## src/rtl/axi_master_mo_pkg.sv

```systemverilog
// axi_master_pkg: shared AXI4 encodings and helpers for axi_master_mo
package axi_master_pkg;

   typedef enum logic [1:0] {FIXED = 2'b00, INCR = 2'b01, WRAP = 2'b10} burst_e;
   typedef enum logic [1:0] {OKAY = 2'b00, EXOKAY = 2'b01, SLVERR = 2'b10, DECERR = 2'b11} resp_e;

   localparam int USER_W = 1;

   function automatic logic [2:0] axi_size(input int strb_w);
      logic [2:0] s;
      s = '0;
      for (int i = 0; i < 8; i++) if ((1 << i) == strb_w) s = 3'(i);
      return s;
   endfunction

   // True when the last byte of the burst lies beyond the 4 KB page holding its first byte
   function automatic logic crosses_4k(input logic [11:0] addr, input logic [7:0] len, input int strb_w);
      logic [31:0] end_b;
      end_b = 32'(addr) + (32'(len) + 32'd1) * 32'(strb_w);
      return end_b > 32'd4096;
   endfunction

endpackage

```

## src/rtl/axi_master_mo_len_fifo.sv

```systemverilog
// axi_len_fifo: burst-length FIFO letting the W stream run ahead of AW
module axi_len_fifo #(
   parameter int WIDTH = 8,
   parameter int DEPTH = 4
) (
   input  logic             clk_i,
   input  logic             rst_ni,
   input  logic             push_i,
   input  logic [WIDTH-1:0] data_i,
   input  logic             pop_i,
   output logic [WIDTH-1:0] head_o,
   output logic             full_o,
   output logic             empty_o
);

   localparam int PW = DEPTH > 1 ? $clog2(DEPTH) : 1;
   localparam int CW = $clog2(DEPTH) + 1;

   logic [WIDTH-1:0] mem_q [DEPTH];
   logic [PW-1:0]    wr_ptr_q, wr_ptr_d, rd_ptr_q, rd_ptr_d;
   logic [CW-1:0]    cnt_q, cnt_d;
   logic             do_push, do_pop;

   function automatic logic [PW-1:0] inc(input logic [PW-1:0] p);
      return (32'(p) == DEPTH - 1) ? '0 : p + 1'b1;
   endfunction

   assign full_o  = cnt_q == CW'(DEPTH);
   assign empty_o = cnt_q == '0;
   assign do_push = push_i && !full_o;
   assign do_pop  = pop_i && !empty_o;
   assign head_o  = mem_q[rd_ptr_q];

   always_comb begin
      wr_ptr_d = do_push ? inc(wr_ptr_q) : wr_ptr_q;
      rd_ptr_d = do_pop ? inc(rd_ptr_q) : rd_ptr_q;
      cnt_d    = cnt_q + CW'(do_push) - CW'(do_pop);
   end

   always_ff @(posedge clk_i or negedge rst_ni) begin
      if (!rst_ni) begin
         wr_ptr_q <= '0;
         rd_ptr_q <= '0;
         cnt_q    <= '0;
      end else begin
         wr_ptr_q <= wr_ptr_d;
         rd_ptr_q <= rd_ptr_d;
         cnt_q    <= cnt_d;
      end
   end

   always_ff @(posedge clk_i) begin
      if (do_push) mem_q[wr_ptr_q] <= data_i;
   end

endmodule

```

## src/rtl/axi_master_mo.sv

```systemverilog
// axi_master_mo: AXI4 master with independent, concurrently running read and write engines
module axi_master_mo
   import axi_master_pkg::*;
#(
   parameter int AXI_ADDR_WIDTH  = 32,
   parameter int AXI_DATA_WIDTH  = 32,
   parameter int AXI_ID_WIDTH    = 4,
   parameter int AXI_STRB_WIDTH  = AXI_DATA_WIDTH / 8,
   parameter int MAX_OUTSTANDING = 4,
   parameter int AXI_ID          = 0
) (
   input  logic                      clk_i,
   input  logic                      rst_ni,
   input  logic                      wr_cmd_valid_i,
   output logic                      wr_cmd_ready_o,
   input  logic [AXI_ADDR_WIDTH-1:0] wr_cmd_addr_i,
   input  logic [7:0]                wr_cmd_len_i,
   input  logic                      wr_data_valid_i,
   output logic                      wr_data_ready_o,
   input  logic [AXI_DATA_WIDTH-1:0] wr_data_i,
   input  logic [AXI_STRB_WIDTH-1:0] wr_strb_i,
   output logic                      wr_resp_valid_o,
   input  logic                      wr_resp_ready_i,
   output logic [1:0]                wr_resp_o,
   input  logic                      rd_cmd_valid_i,
   output logic                      rd_cmd_ready_o,
   input  logic [AXI_ADDR_WIDTH-1:0] rd_cmd_addr_i,
   input  logic [7:0]                rd_cmd_len_i,
   output logic                      rd_data_valid_o,
   input  logic                      rd_data_ready_i,
   output logic [AXI_DATA_WIDTH-1:0] rd_data_o,
   output logic [1:0]                rd_resp_o,
   output logic                      rd_last_o,
   output logic                      err_4k_o,
   output logic [AXI_ID_WIDTH-1:0]   m_axi_awid_o,
   output logic [AXI_ADDR_WIDTH-1:0] m_axi_awaddr_o,
   output logic [7:0]                m_axi_awlen_o,
   output logic [2:0]                m_axi_awsize_o,
   output logic [1:0]                m_axi_awburst_o,
   output logic                      m_axi_awlock_o,
   output logic [3:0]                m_axi_awcache_o,
   output logic [2:0]                m_axi_awprot_o,
   output logic [3:0]                m_axi_awqos_o,
   output logic [3:0]                m_axi_awregion_o,
   output logic [USER_W-1:0]         m_axi_awuser_o,
   output logic                      m_axi_awvalid_o,
   input  logic                      m_axi_awready_i,
   output logic [AXI_DATA_WIDTH-1:0] m_axi_wdata_o,
   output logic [AXI_STRB_WIDTH-1:0] m_axi_wstrb_o,
   output logic                      m_axi_wlast_o,
   output logic [USER_W-1:0]         m_axi_wuser_o,
   output logic                      m_axi_wvalid_o,
   input  logic                      m_axi_wready_i,
   input  logic [AXI_ID_WIDTH-1:0]   m_axi_bid_i,
   input  logic [1:0]                m_axi_bresp_i,
   input  logic [USER_W-1:0]         m_axi_buser_i,
   input  logic                      m_axi_bvalid_i,
   output logic                      m_axi_bready_o,
   output logic [AXI_ID_WIDTH-1:0]   m_axi_arid_o,
   output logic [AXI_ADDR_WIDTH-1:0] m_axi_araddr_o,
   output logic [7:0]                m_axi_arlen_o,
   output logic [2:0]                m_axi_arsize_o,
   output logic [1:0]                m_axi_arburst_o,
   output logic                      m_axi_arlock_o,
   output logic [3:0]                m_axi_arcache_o,
   output logic [2:0]                m_axi_arprot_o,
   output logic [3:0]                m_axi_arqos_o,
   output logic [3:0]                m_axi_arregion_o,
   output logic [USER_W-1:0]         m_axi_aruser_o,
   output logic                      m_axi_arvalid_o,
   input  logic                      m_axi_arready_i,
   input  logic [AXI_ID_WIDTH-1:0]   m_axi_rid_i,
   input  logic [AXI_DATA_WIDTH-1:0] m_axi_rdata_i,
   input  logic [1:0]                m_axi_rresp_i,
   input  logic                      m_axi_rlast_i,
   input  logic [USER_W-1:0]         m_axi_ruser_i,
   input  logic                      m_axi_rvalid_i,
   output logic                      m_axi_rready_o
);

   localparam int             CW   = $clog2(MAX_OUTSTANDING) + 1;
   localparam logic [CW-1:0]  MAXC = CW'(MAX_OUTSTANDING);
   localparam logic [2:0]     SIZE = axi_size(AXI_STRB_WIDTH);

   logic                      awvalid_q, awvalid_d, arvalid_q, arvalid_d;
   logic [AXI_ADDR_WIDTH-1:0] awaddr_q, awaddr_d, araddr_q, araddr_d;
   logic [7:0]                awlen_q, awlen_d, arlen_q, arlen_d;
   logic [7:0]                beat_q, beat_d;
   logic [CW-1:0]             wr_out_q, wr_out_d, rd_out_q, rd_out_d;
   logic                      err_4k_q, err_4k_d;
   logic                      rdy_en_q;
   logic                      wr_cmd_hs, rd_cmd_hs, aw_hs, ar_hs, w_hs, b_hs, r_done;
   logic                      fifo_full, fifo_empty, wlast;
   logic [7:0]                fifo_head;
   logic                      unused_in;

   axi_len_fifo #(.WIDTH(8), .DEPTH(MAX_OUTSTANDING)) u_len_fifo (
      .clk_i   (clk_i),
      .rst_ni  (rst_ni),
      .push_i  (wr_cmd_hs),
      .data_i  (wr_cmd_len_i),
      .pop_i   (w_hs && wlast),
      .head_o  (fifo_head),
      .full_o  (fifo_full),
      .empty_o (fifo_empty)
   );

   // rdy_en_q keeps both command readies low while in reset
   assign wr_cmd_ready_o = rdy_en_q && !awvalid_q && wr_out_q < MAXC && !fifo_full;
   assign rd_cmd_ready_o = rdy_en_q && !arvalid_q && rd_out_q < MAXC;
   assign wr_cmd_hs      = wr_cmd_valid_i && wr_cmd_ready_o;
   assign rd_cmd_hs      = rd_cmd_valid_i && rd_cmd_ready_o;
   assign aw_hs          = awvalid_q && m_axi_awready_i;
   assign ar_hs          = arvalid_q && m_axi_arready_i;

   assign wlast           = beat_q == fifo_head;
   assign m_axi_wvalid_o  = wr_data_valid_i && !fifo_empty;
   assign wr_data_ready_o = m_axi_wready_i && !fifo_empty;
   assign m_axi_wdata_o   = wr_data_i;
   assign m_axi_wstrb_o   = wr_strb_i;
   assign m_axi_wlast_o   = wlast;
   assign m_axi_wuser_o   = '0;
   assign w_hs            = m_axi_wvalid_o && m_axi_wready_i;

   // A BVALID with nothing outstanding is stray and must not be acknowledged
   assign wr_resp_valid_o = m_axi_bvalid_i && wr_out_q != '0;
   assign m_axi_bready_o  = wr_resp_ready_i && wr_out_q != '0;
   assign wr_resp_o       = m_axi_bresp_i;
   assign b_hs            = m_axi_bvalid_i && m_axi_bready_o;

   assign rd_data_valid_o = m_axi_rvalid_i;
   assign m_axi_rready_o  = rd_data_ready_i;
   assign rd_data_o       = m_axi_rdata_i;
   assign rd_resp_o       = m_axi_rresp_i;
   assign rd_last_o       = m_axi_rlast_i;
   assign r_done          = m_axi_rvalid_i && rd_data_ready_i && m_axi_rlast_i && rd_out_q != '0;

   assign m_axi_awid_o     = AXI_ID_WIDTH'(AXI_ID);
   assign m_axi_awaddr_o   = awaddr_q;
   assign m_axi_awlen_o    = awlen_q;
   assign m_axi_awsize_o   = SIZE;
   assign m_axi_awburst_o  = INCR;
   assign m_axi_awlock_o   = 1'b0;
   assign m_axi_awcache_o  = '0;
   assign m_axi_awprot_o   = '0;
   assign m_axi_awqos_o    = '0;
   assign m_axi_awregion_o = '0;
   assign m_axi_awuser_o   = '0;
   assign m_axi_awvalid_o  = awvalid_q;

   assign m_axi_arid_o     = AXI_ID_WIDTH'(AXI_ID);
   assign m_axi_araddr_o   = araddr_q;
   assign m_axi_arlen_o    = arlen_q;
   assign m_axi_arsize_o   = SIZE;
   assign m_axi_arburst_o  = INCR;
   assign m_axi_arlock_o   = 1'b0;
   assign m_axi_arcache_o  = '0;
   assign m_axi_arprot_o   = '0;
   assign m_axi_arqos_o    = '0;
   assign m_axi_arregion_o = '0;
   assign m_axi_aruser_o   = '0;
   assign m_axi_arvalid_o  = arvalid_q;

   assign err_4k_o  = err_4k_q;
   assign unused_in = ^{m_axi_bid_i, m_axi_buser_i, m_axi_rid_i, m_axi_ruser_i};

   always_comb begin
      awvalid_d = wr_cmd_hs ? 1'b1 : (aw_hs ? 1'b0 : awvalid_q);
      awaddr_d  = wr_cmd_hs ? wr_cmd_addr_i : awaddr_q;
      awlen_d   = wr_cmd_hs ? wr_cmd_len_i : awlen_q;
      arvalid_d = rd_cmd_hs ? 1'b1 : (ar_hs ? 1'b0 : arvalid_q);
      araddr_d  = rd_cmd_hs ? rd_cmd_addr_i : araddr_q;
      arlen_d   = rd_cmd_hs ? rd_cmd_len_i : arlen_q;
      beat_d    = w_hs ? (wlast ? 8'd0 : beat_q + 8'd1) : beat_q;
      wr_out_d  = wr_out_q + CW'(wr_cmd_hs) - CW'(b_hs);
      rd_out_d  = rd_out_q + CW'(rd_cmd_hs) - CW'(r_done);
      err_4k_d  = err_4k_q
                | (wr_cmd_hs && crosses_4k(wr_cmd_addr_i[11:0], wr_cmd_len_i, AXI_STRB_WIDTH))
                | (rd_cmd_hs && crosses_4k(rd_cmd_addr_i[11:0], rd_cmd_len_i, AXI_STRB_WIDTH));
   end

   always_ff @(posedge clk_i or negedge rst_ni) begin
      if (!rst_ni) begin
         awvalid_q <= 1'b0;
         awaddr_q  <= '0;
         awlen_q   <= '0;
         arvalid_q <= 1'b0;
         araddr_q  <= '0;
         arlen_q   <= '0;
         beat_q    <= '0;
         wr_out_q  <= '0;
         rd_out_q  <= '0;
         err_4k_q  <= 1'b0;
         rdy_en_q  <= 1'b0;
      end else begin
         awvalid_q <= awvalid_d;
         awaddr_q  <= awaddr_d;
         awlen_q   <= awlen_d;
         arvalid_q <= arvalid_d;
         araddr_q  <= araddr_d;
         arlen_q   <= arlen_d;
         beat_q    <= beat_d;
         wr_out_q  <= wr_out_d;
         rd_out_q  <= rd_out_d;
         err_4k_q  <= err_4k_d;
         rdy_en_q  <= 1'b1;
      end
   end

endmodule
```

## config.mk

```make
export PLATFORM = sky130hd
export DESIGN_NAME = axi_master_mo
export DESIGN_NICKNAME = d
export VERILOG_FILES = /design/src/rtl/axi_master_mo_pkg.sv /design/src/rtl/axi_master_mo_len_fifo.sv /design/src/rtl/axi_master_mo.sv
export SDC_FILE = /design/constraint.sdc
export NUM_CORES = 1
export LEC_CHECK = 0
export CORE_AREA = 2 2 154 156
export CTS_CLUSTER_SIZE = 24
export DETAILED_ROUTE_END_ITERATION = 12
export DIE_AREA = 0 0 156 158
export PLACE_DENSITY = 0.78
export SLEW_MARGIN = 40
export SYNTH_ARGS = -nofsm -noshare
export SYNTH_HDL_FRONTEND = slang
export SYNTH_SLANG_ARGS = --single-unit
```

## constraint.sdc

```tcl
create_clock -name clk_i -period 3.6 [get_ports clk_i]
set_input_delay 0.72 -clock clk_i [delete_from_list [all_inputs] [get_ports clk_i]]
set_output_delay 0.72 -clock clk_i [all_outputs]
set_load 0.03 [all_outputs]
```

==> results by group <==
Synthesis
  – Yosys warnings: 0
  – Count leader, synth: nand2_1
  – FF+latch count, synth: 137
  – Synth area leader: dfrtp_1
  – Syn Inst Count: 696
  – Synth top area cells: dfrtp_1 35%, buf_4 13%, edfxtp_1 13%, nand2_1 6.7%, mux2_2 5.9%
  – Synthesized area: 7600 µm²
  – Post-synthesis sequential area ratio: 47.2%
  – Synth top area share: 34.6%
  – Post-synth ARST share: 76.6%
  – Dominant synthesized flop cell: dfrtp_1
  – Number of enable flip-flop cells after synthesis: 32
  – Post-synthesis area per instance: 10.9 µm²
  – Yosys cell types: 53
  – Synth cell count leaders: 136 x nand2_1, 129 x buf_4, 105 x dfrtp_1, 40 x mux2_2, 33 x ha_1

STA
  – Worst hold slack: 0.344 ns
  – Count of pins over their slew limit: 0
  – RSZ-0062 raised after global routing: no
  – Setup ws final: 0.172 ns
  – Final setup vio count: 0
  – Slew at the pin with the worst max-slew slack: 0.716 ns
  – Slew HR: 52.3%
  – Clock Skew: 0.00960 ns
  – Achievable Freq: 292 MHz
  – Hold Violations, Final: 0
  – Fin crit share: 95.2%
  – Tmin final: 3.43 ns

Clock network
  – CTS clk-pin slew, worst paths: 0.06 ns
  – CTS Buf Count: 17
  – CTS tree: built
  – Hold buffers post-CTS: 0
  – Clk buf depth: 2
  – H-tree levels: 4
  – Clock root buffer: clkbuf_16
  – Clock Latency Late Sink: 0.42 ns
  – Clk sinks: 137

Layout
  – # nets final: 1,039
  – Antenna diode count: 0
  – Design area: 9690 µm²
  – Area Growth Syn to Fin: 27.4%
  – Layout cell share with drive strength beyond 1: 13.5%
  – Layout Utilization: 42.0%
  – Register Area: 3590 µm²
  – Multi-input combinational cell area: 3080 µm²
  – Fillers: 2,174

Placed design
  – GPL Wtd Cong: 0.807
  – Port Buf Inserts: 185
  – Pre-CTS setup slack: -0.252 ns
  – Cell Area, Placed: 9110 µm²
  – HPWL Detailed: 14.8 mm

Route
  – Post-route DRC: 0
  – DR WL met2: 9.97 mm
  – DRT Wirelength: 19.5 mm
  – Drt via density: 4.60
  – Met1 Wirelength: 7.09 mm
  – Metal3 WL: 1.79 mm
  – Drt pass-1 iters: 4
  – Remaining antenna violation count after routing: 0
  – Vias: 5,193
  – Top sig layer: met4
  – Wire length per cell: 17.3 µm
  – First DRT Iteration DRCs: 197

Critical path
  – CP endpoint kind: register
  – Largest fanout on the critical path: 8
  – Crit Path Class: in2reg
  – Worst EP required: 3.89 ns
  – FF-to-FF End: u_len_fifo.cnt_q[2]$_DFF_PN0_
  – Crit path launch type: input port
  – Worst r2r path cells: 12
  – WP data arrival: 3.72 ns
  – R2R Setup Slk: 0.31 ns
  – Worst r2r src: u_len_fifo.rd_ptr_q[0]$_DFFE_PN0P_

Global routing
  – GRT Util Overall: 15.9%
  – Vias in the first global route: 5,428
  – Antenna violations before repair: 0
  – First-pass GRT wire length: 29.3 mm
  – Largest net degree at the start of global routing: 55
  – Total grt overflow: 0

Floorplanning
  – Die area: 24,600 µm²
  – Initial Utilization: 33.0%
  – Core ar.: 23,100 µm²
  – Top Ports: 393
  – Die extent in y: 158 µm
  – Die Wd: 156 µm
  – FP Rows: 56

Outcome
  – Outcome: complete, no violations

Flow run
  – Maxcap violations: 0

Worst hold path
  – HP Class: in2async

Power and ir drop
  – Leakage: 0.00425 µW
  – Peak VDD IR: 0.000477 V
  – PwrDens: 788 nW/µm²
-- flip-flops by register name, summed over array words and instances, names as in the netlist, 3 cells and up --
register,count
m_axi_araddr_o,32
m_axi_awaddr_o,32
u_len_fifo.mem_q,32
beat_q,8
m_axi_arlen_o,8
m_axi_awlen_o,8
rd_out_q,3
u_len_fifo.cnt_q,3
wr_out_q,3
-- placed cells by master, fill, tap and decap left out, types with 17 or more instances in the layout --
cell type and n:
ha_1 33, nand2_1 135, buf_4 17, clkdlybuf4s50_1 183
dfrtp_1 104, conb_1 54, clkbuf_16 18, xnor2_1 21
edfxtp_1 32, inv_1 21, mux2_2 40
-- metrics by stage --
stage               TNS, ns  power (µW)  std cells
floorplan                 0        4720        748
global placement     -0.117        5860       1096
detailed placement   -0.252        5970       1096
CTS                       0        7730       1129
global route              0        8050       1129
finish                    0        7630       1129
-- how the worst max path moves through the flow --
stage	endpoint	slack, ns	from
finish	err_4k_o$_DFF_PN0_	0.17	wr_cmd_len_i[0]
CTS	m_axi_wlast_o	0.17	u_len_fifo.rd_ptr_q[0]$_DFFE_PN0P_
detailed placement	err_4k_o$_DFF_PN0_	-0.25	wr_cmd_len_i[0]
global placement	err_4k_o$_DFF_PN0_	-0.12	wr_cmd_len_i[0]
floorplan	wr_out_q[2]$_DFF_PN0_	0.61	m_axi_awvalid_o$_DFFE_PN0P_
global route	err_4k_o$_DFF_PN0_	0.004	wr_cmd_len_i[0]
-- power breakdown --
group	internal [µW]	switching [µW]	leakage (µW)
Combinational	1470	1910	0.00241
Clock	1000	709	0.000272
Sequential	2160	378	0.00157
-- critical path: stages --
cell and delay [ns]:
clkdlybuf4s50_1 0.63, ha_1 0.22, nand3_1 0.12, xnor2_1 0.16, ha_1 0.36, and3_1 0.23
a221oi_2 0.33, xnor2_1 0.10, or4_1 0.54, nor4_1 0.19, o22ai_1 0.11
-- area by class of cell --
type                       instances  area share (%)
sequential                       137            37.1
multi-input combinational        445            31.8
timing repair buffer             203            20.6
clock buffer                      20            4.73
tap                              290            3.75
clock inverter                    12            1.20
inverter                          22           0.852
-- what timing repair did --
item                                    4_1_cts  5_1_grt
buffers inserted                              1        0
resized for setup                             2        0
endpoints found under the setup margin        1        0
-- routing by layer --
metal  vias to the layer above  global-route usage, %
li1                       2418                      -
met1                      2509                   16.0
met2                       228                   28.8
met3                        38                   6.21
met4                         0                   7.86
met5                         -                      0
-- kinds of logic (layout without fill, tap and decap cells) --
logic type / after synthesis / count (layout) / synth area share (%)
buffers and inverters: 166 / 257 / 14.8
XOR/XNOR: 37 / 37 / 4.86
adder cells (fa/ha/maj): 38 / 38 / 6.75
AND/OR/NAND/NOR: 209 / 209 / 12.6
AO/OA/AOI/OAI: 57 / 57 / 4.76
multiplexers: 50 / 50 / 8.89
flip-flops: 137 / 137 / 47.2
other: 2 / 54 / 0.0988
Power figures use the tool's default switching activity.
